**src/rtl/i2c_reg_master_if.sv**
```systemverilog
// i2c_reg_master_if: request port and byte-primitive port of the register sequencer.
`default_nettype none

interface i2c_reg_master_if;
  logic        req_i;
  logic        we_i;
  logic [6:0]  dev_addr_i;
  logic [7:0]  reg_addr_i;
  logic [1:0]  len_i;
  logic [31:0] wdata_i;
  logic        ready_o;
  logic        done_o;
  logic [31:0] rdata_o;
  logic        error_o;
  logic [1:0]  i2c_instruction_o;
  logic        i2c_enable_o;
  logic [7:0]  i2c_byte_o;
  logic [7:0]  i2c_byte_i;
  logic        i2c_complete_i;

  modport master (
    input  req_i, we_i, dev_addr_i, reg_addr_i, len_i, wdata_i,
    output ready_o, done_o, rdata_o, error_o,
    output i2c_instruction_o, i2c_enable_o, i2c_byte_o,
    input  i2c_byte_i, i2c_complete_i
  );

  modport slave (
    output req_i, we_i, dev_addr_i, reg_addr_i, len_i, wdata_i,
    input  ready_o, done_o, rdata_o, error_o,
    input  i2c_instruction_o, i2c_enable_o, i2c_byte_o,
    output i2c_byte_i, i2c_complete_i
  );
endinterface

`default_nettype wire

```
**src/rtl/i2c_reg_master.sv**
```systemverilog
// ============================================================================
// i2c_reg_master: sequences one 1-4 byte register read/write over the byte-level
// i2c primitive. Optional watchdog: define I2C_REG_MASTER_TIMEOUT_EN.
// Revision: 1.0
// ============================================================================
`default_nettype none

module i2c_reg_master #(
  parameter int TIMEOUT_CYCLES = 4096
) (
  input  logic              clk_i,
  input  logic              rst_ni,
  i2c_reg_master_if.master  bus
);

  localparam logic [1:0] c_INS_START = 2'b00;
  localparam logic [1:0] c_INS_STOP  = 2'b01;
  localparam logic [1:0] c_INS_READ  = 2'b10;
  localparam logic [1:0] c_INS_WRITE = 2'b11;

  typedef enum logic [2:0] {
    S_IDLE      = 3'd0,
    S_ISSUE     = 3'd1,
    S_WAIT_CLR  = 3'd2,
    S_WAIT_DONE = 3'd3,
    S_RELEASE   = 3'd4,
    S_FINISH    = 3'd5
  } state_t;

  state_t      r_state;
  state_t      w_next;
  logic        r_we;
  logic [6:0]  r_dev;
  logic [7:0]  r_reg;
  logic [1:0]  r_len;
  logic [31:0] r_wdata;
  logic [3:0]  r_op;
  logic [1:0]  r_k;
  logic [31:0] r_rdata;

  logic        w_accept;
  logic        w_timeout;
  logic [3:0]  w_last_op;
  logic [1:0]  w_didx;
  logic [1:0]  w_instr;
  logic [7:0]  w_byte;
  logic        w_ready;
  logic        w_done;
  logic        w_enable;

  assign w_accept  = (r_state == S_IDLE) && bus.req_i;
  assign w_last_op = {2'b00, r_len} + (r_we ? 4'd4 : 4'd6);
  // Write data ops start at index 3, so byte index = op - 3 = op + 1 (mod 4).
  assign w_didx    = r_op[1:0] + 2'd1;

  always_comb begin
    w_instr = c_INS_START;
    w_byte  = 8'h00;
    if (r_op == 4'd0) begin
      w_instr = c_INS_START;
    end else if (r_op == 4'd1) begin
      w_instr = c_INS_WRITE;
      w_byte  = {r_dev, 1'b0};
    end else if (r_op == 4'd2) begin
      w_instr = c_INS_WRITE;
      w_byte  = r_reg;
    end else if (r_op == w_last_op) begin
      w_instr = c_INS_STOP;
    end else if (r_we) begin
      w_instr = c_INS_WRITE;
      w_byte  = r_wdata[{w_didx, 3'b000} +: 8];
    end else if (r_op == 4'd3) begin
      w_instr = c_INS_START;
    end else if (r_op == 4'd4) begin
      w_instr = c_INS_WRITE;
      w_byte  = {r_dev, 1'b1};
    end else begin
      w_instr = c_INS_READ;
    end
  end

`ifdef I2C_REG_MASTER_TIMEOUT_EN
  localparam int c_TO_W = $clog2(TIMEOUT_CYCLES) + 1;
  logic [c_TO_W-1:0] r_to;
  logic              r_err;

  always_ff @(posedge clk_i or negedge rst_ni) begin
    if (!rst_ni) begin
      r_to <= '0;
    end else if (r_state == S_ISSUE) begin
      r_to <= '0;
    end else if (r_state == S_WAIT_CLR || r_state == S_WAIT_DONE) begin
      r_to <= r_to + 1'b1;
    end
  end

  assign w_timeout = (r_state == S_WAIT_CLR || r_state == S_WAIT_DONE) &&
                     (r_to == c_TO_W'(TIMEOUT_CYCLES - 1));

  always_ff @(posedge clk_i or negedge rst_ni) begin
    if (!rst_ni) begin
      r_err <= 1'b0;
    end else if (w_accept) begin
      r_err <= 1'b0;
    end else if (w_timeout) begin
      r_err <= 1'b1;
    end
  end

  assign bus.error_o = r_err;
`else
  logic w_unused_timeout;
  assign w_unused_timeout = (TIMEOUT_CYCLES > 0);
  assign w_timeout        = 1'b0;
  assign bus.error_o      = 1'b0;
`endif

  always_ff @(posedge clk_i or negedge rst_ni) begin
    if (!rst_ni) begin
      r_state <= S_IDLE;
    end else begin
      r_state <= w_next;
    end
  end

  always_comb begin
    w_next   = r_state;
    w_ready  = 1'b0;
    w_done   = 1'b0;
    w_enable = 1'b0;
    case (r_state)
      S_IDLE: begin
        w_ready = 1'b1;
        if (bus.req_i) w_next = S_ISSUE;
      end
      S_ISSUE: begin
        w_enable = 1'b1;
        w_next   = S_WAIT_CLR;
      end
      S_WAIT_CLR: begin
        w_enable = 1'b1;
        if (w_timeout)               w_next = S_FINISH;
        else if (!bus.i2c_complete_i) w_next = S_WAIT_DONE;
      end
      S_WAIT_DONE: begin
        w_enable = 1'b1;
        if (bus.i2c_complete_i) w_next = S_RELEASE;
        else if (w_timeout)     w_next = S_FINISH;
      end
      S_RELEASE: begin
        w_next = (r_op == w_last_op) ? S_FINISH : S_ISSUE;
      end
      S_FINISH: begin
        w_done = 1'b1;
        w_next = S_IDLE;
      end
      default: w_next = S_IDLE;
    endcase
  end

  always_ff @(posedge clk_i or negedge rst_ni) begin
    if (!rst_ni) begin
      r_we    <= 1'b0;
      r_dev   <= 7'd0;
      r_reg   <= 8'd0;
      r_len   <= 2'd0;
      r_wdata <= 32'd0;
      r_op    <= 4'd0;
      r_k     <= 2'd0;
      r_rdata <= 32'd0;
    end else if (w_accept) begin
      r_we    <= bus.we_i;
      r_dev   <= bus.dev_addr_i;
      r_reg   <= bus.reg_addr_i;
      r_len   <= bus.len_i;
      r_wdata <= bus.wdata_i;
      r_op    <= 4'd0;
      r_k     <= 2'd0;
      r_rdata <= 32'd0;
    end else begin
      if (r_state == S_WAIT_DONE && bus.i2c_complete_i && w_instr == c_INS_READ) begin
        r_rdata[{r_k, 3'b000} +: 8] <= bus.i2c_byte_i;
        r_k                         <= r_k + 2'd1;
      end
      if (r_state == S_RELEASE && r_op != w_last_op) begin
        r_op <= r_op + 4'd1;
      end
    end
  end

  assign bus.ready_o           = w_ready;
  assign bus.done_o            = w_done;
  assign bus.rdata_o           = r_rdata;
  assign bus.i2c_instruction_o = w_instr;
  assign bus.i2c_byte_o        = w_byte;
  assign bus.i2c_enable_o      = w_enable;

endmodule

`default_nettype wire

```
**src/flat_wrapper.sv**
```systemverilog
// flat-port wrapper written by rule: the top's interface ports become plain ports
module i2c_reg_master_flat 
#(
  parameter int TIMEOUT_CYCLES = 4096
)
  (clk_i, rst_ni, bus_req_i, bus_we_i, bus_dev_addr_i, bus_reg_addr_i, bus_len_i, bus_wdata_i, bus_ready_o, bus_done_o, bus_rdata_o, bus_error_o, bus_i2c_instruction_o, bus_i2c_enable_o, bus_i2c_byte_o, bus_i2c_byte_i, bus_i2c_complete_i);
  i2c_reg_master_if bus_i ();
  input  logic clk_i;
  input  logic rst_ni;
  input wire logic [$bits(bus_i.req_i)-1:0] bus_req_i;
  input wire logic [$bits(bus_i.we_i)-1:0] bus_we_i;
  input wire logic [$bits(bus_i.dev_addr_i)-1:0] bus_dev_addr_i;
  input wire logic [$bits(bus_i.reg_addr_i)-1:0] bus_reg_addr_i;
  input wire logic [$bits(bus_i.len_i)-1:0] bus_len_i;
  input wire logic [$bits(bus_i.wdata_i)-1:0] bus_wdata_i;
  output wire logic [$bits(bus_i.ready_o)-1:0] bus_ready_o;
  output wire logic [$bits(bus_i.done_o)-1:0] bus_done_o;
  output wire logic [$bits(bus_i.rdata_o)-1:0] bus_rdata_o;
  output wire logic [$bits(bus_i.error_o)-1:0] bus_error_o;
  output wire logic [$bits(bus_i.i2c_instruction_o)-1:0] bus_i2c_instruction_o;
  output wire logic [$bits(bus_i.i2c_enable_o)-1:0] bus_i2c_enable_o;
  output wire logic [$bits(bus_i.i2c_byte_o)-1:0] bus_i2c_byte_o;
  input wire logic [$bits(bus_i.i2c_byte_i)-1:0] bus_i2c_byte_i;
  input wire logic [$bits(bus_i.i2c_complete_i)-1:0] bus_i2c_complete_i;
  assign bus_i.req_i = bus_req_i;
  assign bus_i.we_i = bus_we_i;
  assign bus_i.dev_addr_i = bus_dev_addr_i;
  assign bus_i.reg_addr_i = bus_reg_addr_i;
  assign bus_i.len_i = bus_len_i;
  assign bus_i.wdata_i = bus_wdata_i;
  assign bus_ready_o = bus_i.ready_o;
  assign bus_done_o = bus_i.done_o;
  assign bus_rdata_o = bus_i.rdata_o;
  assign bus_error_o = bus_i.error_o;
  assign bus_i2c_instruction_o = bus_i.i2c_instruction_o;
  assign bus_i2c_enable_o = bus_i.i2c_enable_o;
  assign bus_i2c_byte_o = bus_i.i2c_byte_o;
  assign bus_i.i2c_byte_i = bus_i2c_byte_i;
  assign bus_i.i2c_complete_i = bus_i2c_complete_i;
  i2c_reg_master #(.TIMEOUT_CYCLES(TIMEOUT_CYCLES)) u_core (.clk_i(clk_i), .rst_ni(rst_ni), .bus(bus_i));
endmodule
```
**config.mk**
```make
export PLATFORM = sky130hd
export DESIGN_NAME = i2c_reg_master_flat
export DESIGN_NICKNAME = d
export VERILOG_FILES = /design/src/rtl/i2c_reg_master_if.sv /design/src/rtl/i2c_reg_master.sv /design/src/flat_wrapper.sv
export SDC_FILE = /design/constraint.sdc
export NUM_CORES = 1
export LEC_CHECK = 0
export BUFFER_PORTS_ARGS = -buffer_cell sky130_fd_sc_hd__buf_2
export CAP_MARGIN = 30
export CORE_MARGIN = 4
export CORE_UTILIZATION = 50
export CTS_CLUSTER_SIZE = 20
export DETAILED_ROUTE_END_ITERATION = 12
export HOLD_SLACK_MARGIN = 0.05
export PLACE_DENSITY_LB_ADDON = 0.08
export SLEW_MARGIN = 10
export SYNTH_ARGS = -nofsm -noshare
export SYNTH_HDL_FRONTEND = slang
export SYNTH_SLANG_ARGS = --single-unit
```
**constraint.sdc**
```tcl
create_clock -name clk_i -period 4 [get_ports clk_i]
set_clock_uncertainty 0.2 [all_clocks]
set_input_delay 0.8 -clock clk_i [delete_from_list [all_inputs] [get_ports clk_i]]
set_output_delay 0.8 -clock clk_i [all_outputs]
set_load 0.02 [all_outputs]
```
==> out/results.ini <==
[placed_design]
post-place-ws_ns=0.6678
numPortBuffers=106
placed_area_um2=5089
gp_congestion=0.8095
hpwl_um=7955
placedCellCount=663

[logic_synthesis]
synth_edf_count=0
synth_area_um2=4511
synth_top_cell_by_area=dfrtp_1
synth.avg_cell_area_um2=9.597
yosys-top-cells-area=dfrtp_1, nand2_1, mux4_2, a22o_1, o21ai_2
syn_inst=470
synth_async_sr_flop_share=1.000
synth_nets=541
yosys.area.top_type_share=0.5049
synth_warnings=0
synth-main-ff-cell=dfrtp_1
yosys.cell_types.count=47
synth-seq-area-share=0.5049
synth-seq-cells=91

[timing]
max_slew.worst_pin.slew_ns=0.6680
slew_headroom=0.5546
finalSetupViolCount=0
max_clock_freq_mhz=269.7
finalMaxSlewViolations=0
min_period_ns=3.708
setup_slack_ns=0.2921
rsz0062_at_grt=false
period_share=0.9270
setup_tns_ns=0
hold_viol_final=0

[cts]
cts_buffers=9
clockBufferDepth=2
cts_tree=yes
cts_max_level=3
clk_pin_slew_ns=0.09
cts_setup_buffers=0
cts_hold_buf=0
cts_resized=0
clk_latency_ns=0.36
cts-root-buf=clkbuf_8
cts.sinks=91

[power]
clkPwrFrac=0.195
seqPwrFrac=0.399
p_int_mw=2.131
powerDensity_nw_per_um2=672.4
p_switching_mw=1.441
p_leak_nw=2.702
ir_worst_vdd_mv=0.2674
swShare=0.4035
combPwrFrac=0.406

[finish]
final_cell_mix=nand2_1, buf_2, dfrtp_1, nand3_1
antenna_cells=0
multi_input_area_um2=2053
drive_gt1_frac=0.2960
nFillCells=807
final_util=0.6062
final_common_cell=nand2_1
final_cell_count_no_fill=679
syn2layout_area_growth_pct=17.78
final_area_um2=5313
register_area_um2=2277
nets=637

[setup_path]
start_kind=flop
crit_arrival_ns=2.71
critical_path_class=flop to primary output
critPathCaptureType=primary output
cp_max_fo=9
cp.required_ns=3.00

[drt]
drc=0
antenna_left=0
drt_iter0_drc=124
vias=3685
avgViaCountPerCell=5.427
routedWlPerCell_um=15.91
wl_um=10810
drt_first_pass_iters=4

[outcome]
status=completed

[die]
core_um2=8763
die_x_um=103.0
die_h_um=103.0
io_pins=108
initial_core_util=0.5147
die-area_um2=10600
placementRows=34

[global_routing]
grt_max_degree=51
track_usage=0.2154
grt_pass1_vias=3584
grt_first_pass_wirelength_um=17700
antenna_found_initial=1
gr-total-overflow=0

[flow_run]
max-cap-violations=0

[worst_hold_path]
hold_path.class=primary input to async pin

-- path summary, 6_finish.rpt --
| path | start | end | slack, ns | cells after the start |
|---|---|---|---|---|
| setup / recovery | u_core.r_len[1] | bus_i2c_byte_o[0] | 0.29 | 7 |
| hold / removal | rst_ni | u_core.bus.rdata_o[27] | 0.24 | 1 |
| setup reg to reg | u_core.r_op[0] | u_core.bus.rdata_o[19] | 1.27 | 7 |
| hold reg to reg | u_core.r_reg[0] | u_core.r_reg[0] | 0.28 | 2 |
| max in group asynchronous | rst_ni | u_core.r_reg[3] | 2.60 | 2 |
| min in group clk_i | u_core.r_reg[0] | u_core.r_reg[0] | 0.28 | 2 |
-- logic make-up (layout without fill, tap and decap cells) --
logic type | count (synthesis) | count (layout) | synth area share
xor+xnor | 4 | 4 | 0.007768
other cells | 1 | 1 | 0.0008314
simple gates | 253 | 253 | 0.2510
buf+inv | 37 | 138 | 0.04078
mux | 16 | 16 | 0.05770
compound gates | 59 | 59 | 0.1121
flops | 91 | 91 | 0.5049
fa+ha+maj | 9 | 9 | 0.02497
-- layout make-up --
| cell class | count | area share |
|---|---|---|
| Clock buffer | 10 | 0.02402 |
| Clock inverter | 6 | 0.01813 |
| Inverter | 8 | 0.005652 |
| Multi-Input combinational cell | 342 | 0.3865 |
| Sequential cell | 91 | 0.4286 |
| Tap cell | 108 | 0.02544 |
| Timing Repair Buffer | 114 | 0.1116 |
-- Yosys cell counts, types with 3 or more instances --
library cell / n
buf_1: 7
buf_2: 3
xnor2_1: 3
o21ai_0: 9
a22o_1: 17
a221oi_1: 7
mux2i_1: 8
dfrtp_1: 91
nor3_1: 11
buf_4: 5
clkbuf_1: 11
inv_1: 8
nand2_1: 182
mux4_2: 8
nand3_1: 21
buf_6: 3
o21ai_2: 17
ha_1: 9
nor2_1: 14
-- per-layer routing --
metal	wire, um	vias up	track usage
met4	147	2	0.07570
met1	4588	1778	0.2835
met5	20	-	0
met3	622	16	0.03992
met2	5428	107	0.3582
li1	-	1782	-
-- critical path, stage by stage (launching register included) --
cell	delay (ns)
dfrtp_1	0.40
ha_1	0.22
and3b_2	0.22
o211ai_4	0.38
a21boi_2	0.46
o21ai_0	0.16
a211oi_1	0.29
buf_2	0.22
-- power by group through the flow --
stage	Clock, mW	Combinational (mW)	Sequential, mW
5_1_grt	0.747	1.63	1.46
2_1_floorplan	0	1.08	1.40
3_5_place_dp	0	1.46	1.44
3_3_place_gp	0	1.42	1.44
6_report	0.696	1.45	1.42
4_1_cts	0.712	1.47	1.42
-- stage by stage --
step                hold WS [ns]  power, mW
floorplan                 0.2403      2.474
global placement          0.2565      2.860
detailed placement        0.2611      2.901
CTS                       0.2655      3.603
global route              0.2907      3.836
finish                    0.2394      3.572
Power figures use the tool's default switching activity.
